$ cat src/rtl/counter_pkg.sv
// Shared constants and FSM encoding for the start/clear-controlled up-counter.
package counter_pkg;

  localparam int WIDTH_DEFAULT = 8;

  typedef enum logic {
    IDLE = 1'b0,
    RUN  = 1'b1
  } state_t;

endpackage : counter_pkg

$ cat src/rtl/counter.sv
// Up-counter armed by a start strobe and stopped by a clear strobe; free-running wrap at MAX_COUNT.
module counter
  import counter_pkg::*;
#(
  parameter int WIDTH     = WIDTH_DEFAULT,
  parameter int MAX_COUNT = 2**WIDTH - 1
) (
  input  logic             clk,
  input  logic             rst_n,
  input  logic             clr,
  input  logic             start,
  output logic [WIDTH-1:0] q
);

  localparam logic [WIDTH-1:0] MAX_Q = WIDTH'(MAX_COUNT);

  state_t           state_q, state_d;
  logic [WIDTH-1:0] count_q, count_d;

  always_ff @(posedge clk or negedge rst_n) begin
    if (!rst_n) begin
      state_q <= IDLE;
      count_q <= '0;
    end else begin
      state_q <= state_d;
      count_q <= count_d;
    end
  end

  // clr outranks everything; start is ignored once running.
  always_comb begin
    state_d = state_q;
    count_d = count_q;
    if (clr) begin
      state_d = IDLE;
      count_d = '0;
    end else begin
      case (state_q)
        IDLE: begin
          if (start) state_d = RUN;
        end
        RUN: begin
          count_d = (count_q == MAX_Q) ? '0 : count_q + WIDTH'(1);
        end
        default: begin
          state_d = IDLE;
          count_d = '0;
        end
      endcase
    end
  end

  assign q = count_q;

endmodule : counter

$ cat config.mk
export PLATFORM = sky130hd
export DESIGN_NAME = counter
export DESIGN_NICKNAME = d
export VERILOG_FILES = /design/src/rtl/counter_pkg.sv /design/src/rtl/counter.sv
export SDC_FILE = /design/constraint.sdc
export NUM_CORES = 1
export LEC_CHECK = 0
export BUFFER_PORTS_ARGS = -buffer_cell sky130_fd_sc_hd__buf_2
export CORE_AREA = 10 10 47 49
export DETAILED_ROUTE_END_ITERATION = 10
export DIE_AREA = 0 0 57 59
export SETUP_SLACK_MARGIN = 0.2
export SLEW_MARGIN = 10
export SYNTH_ARGS = -nofsm -noshare
export SYNTH_HDL_FRONTEND = slang
export SYNTH_SLANG_ARGS = --single-unit
export TNS_END_PERCENT = 1
$ cat constraint.sdc
create_clock -name clk -period 1.7 [get_ports clk]
set_input_delay 0.085 -clock clk [delete_from_list [all_inputs] [get_ports clk]]
set_output_delay 0.085 -clock clk [all_outputs]
set_load 0.01 [all_outputs]
==> results.yml <==
grt:
  grt_pass1_wl_mm: 1.780
  grt_pass1_vias: 393
  antenna_found_initial: 0
  grt_usage_pct: 6.739
  grt_max_degree: 12
  gr-total-overflow: 0
clock_tree:
  worstSkewPairLatency_ps: 260
  cts_tree: "done"
  cts_sinks: 9
  htree_levels: 1
  root_buffer: "clkbuf_4"
  postCtsSetupBuffers: 0
  clockBufferDepth: 2
  cts_made_buffers: 3
  cts.clk_slew.worst_paths_ps: 60
worst_hold_path:
  hold-path-cell-count: 3
  min-delay-start: "start"
  hold_class: "input pin to flip-flop"
  whs_endpoint: "state_q"
sta:
  max_slew.worst_pin.slew_ps: 292.8
  clock-skew-final_ps: 1.635
  relSlewSlack_pct: 80.31
  hold_ws_ps: 32.99
  setup-violations-final: 0
  slew_viol_final: 0
  finalHoldViolations: 0
  fin_crit_sh_pct: 81.12
  tns_ps: 0
  fin_crit_ps: 1379
  rsz0062_at_grt: "false"
  fmax_ghz: 0.7251
drt:
  drtIter0Drc: 9
  postRouteAntennaNets: 0
  wl_um: 977
  wl_per_cell_um: 12.53
  dr.pass1.iters: 4
  top_layer: "met4"
  route.met2.wl_um: 433
  drc_errors: 0
  wl_met3_um: 68
  vias: 405
  wl_met1_um: 452
  routed_via_density: 5.192
pwr:
  ir_worst_vdd_mv: 0.4456
  power.density_mw_per_mm2: 782.9
  p_leak_nw: 0.2602
worst_setup_path:
  rrSetupSlack_ps: 320
  worstPathMaxFanout: 6
  arrival_ps: 1530
  crit_buf_inv: 0
  endpoint_kind: "flip-flop"
  slowest_stage: "or4_1"
  crit_chain: "o2111ai_2 > or4_1 > o311ai_1"
  r2r_cells: 3
  r2r-start: "q[2]"
  critical_path_class: "flip-flop to flip-flop"
  worst_path_largest_cell_delay_ps: 500
  start_kind: "flip-flop"
  cp.required_ps: 1850
  r2r_end: "q[7]"
  critPathTopFamily: "simple AND/OR/NAND/NOR gates"
die:
  num_io_pins: 12
  fp.dieW_um: 57
  die_y_um: 59
  die_area_mm2: 0.003363
  initial_core_util_pct: 33.66
  placementRows: 14
  core_mm2: 0.001401
cells_and_area:
  fillers: 151
  stdcell_area_um2: 565.5
  regArea_um2: 226.5
  diodes: 0
  multiInputGateArea_um2: 216.5
  fin_nets: 68
  area_growth_pct: 19.89
  final_util_pct: 40.36
  drive_gt1_share_pct: 27.42
placement:
  place_area_um2: 528.0
  place_congestion: 0.7616
  dp_hpwl_um: 747.9
  port_buffers: 11
status:
  status: "finished clean"
logic_synthesis:
  synth-seq-cells: 9
  syn-cell-area_um2: 471.7
  synth.distinct_cells: 21
  ys_seq_area_share_pct: 47.75
  synth_area_per_cell_um2: 9.827
  syn_nets: 53
  yosys_warnings: 0
  synth_cells: 48
job:
  drv_cap: 0
cell usage in the layout (no fill, tap or decap), drive strengths merged, types with 2 or more instances in the layout:
cell    netlist  routed
or3           3       3
nand3         2       2
clkbuf        0       4
nand2         4       4
a21oi         4       4
nor2          6       6
o21ai         2       2
o311ai        2       2
dfrtp         9       9
buf           2      11
inv           3       3
xor2          3       3
cells in the mapped netlist:
cell type  n  share of area, %
a21oi_1    4               4.2
buf_4      1               1.6
buf_6      1               2.4
dfrtp_1    9                48
ha_1       1               2.7
inv_1      3               2.4
mux2i_1    1               2.1
nand2_1    4               3.2
nand2b_1   1               1.3
nand3_1    2               2.1
nand4_1    1               1.3
nor2_1     6               4.8
o2111ai_2  1               3.2
o21ai_0    1               1.1
o21ai_1    1               1.1
o311ai_1   2               3.7
o31ai_1    1               1.6
or2b_4     1               2.4
or3_1      3               4.0
or4_1      1               1.6
xor2_1     3               5.6
worst min-delay path: cells and delay by family:
family	cells	cell delay, ps
simple gates	2	100
buf+inv	1	70
cell type report:
type,count,area share (%)
tap,16,3.540
inverter,3,1.991
timing repair buffer,12,11.50
sequential,9,40.04
clock buffer,4,4.646
multi-input combinational,34,38.27
power breakdown:
group,internal (mW),switching (mW),total [mW],leakage (nW)
Sequential,0.223,0.0118,0.235,0.122
Clock,0.0905,0.0754,0.166,0.0150
Combinational,0.0184,0.0234,0.0419,0.124
metal layers:
metal  vias to the layer above  GRT usage (%)
met5                         -              0
met4                         0          5.034
met3                         5          3.219
met2                        14          9.767
met1                       185          7.488
li1                        201              -
metrics by stage:
stage               std cells  setup WS [ps]  total power [mW]
floorplan                  48          395.9            0.2632
global placement           73          318.8            0.2793
detailed placement         73          315.0            0.2803
CTS                        78          300.4            0.4490
global route               78          203.7            0.4734
finish                     78          320.9            0.4428
sequential cells by signal, indices dropped and copies added (netlist names):
name and flops:
state_q 1, q 8
cell families after synthesis:
logic type / synth area share, %
xor+xnor: 5.571
flops: 47.75
simple gates: 20.69
mux: 2.122
compound gates: 14.85
fa+ha+maj: 2.652
buf+inv: 6.366
worst max path at each step:
| stage | to | startpoint | cells past startpoint | slack, ps |
|---|---|---|---|---|
| finish | q[7] | q[2] | 3 | 320 |
| global route | q[7] | q[3] | 3 | 200 |
| CTS | q[7] | state_q | 3 | 300 |
| detailed placement | q[7] | state_q | 3 | 310 |
| global placement | q[7] | state_q | 3 | 320 |
| floorplan | q[6] | q[0] | 4 | 400 |
repair_timing:
action | 4_1_cts | 5_1_grt
gates resized for setup | 0 | 1
endpoints found under the setup margin | 0 | 1
hold endpoints to repair | 9 | 0
hold buffers | 1 | 0
No activity file was read; power rests on OpenSTA's default activity.
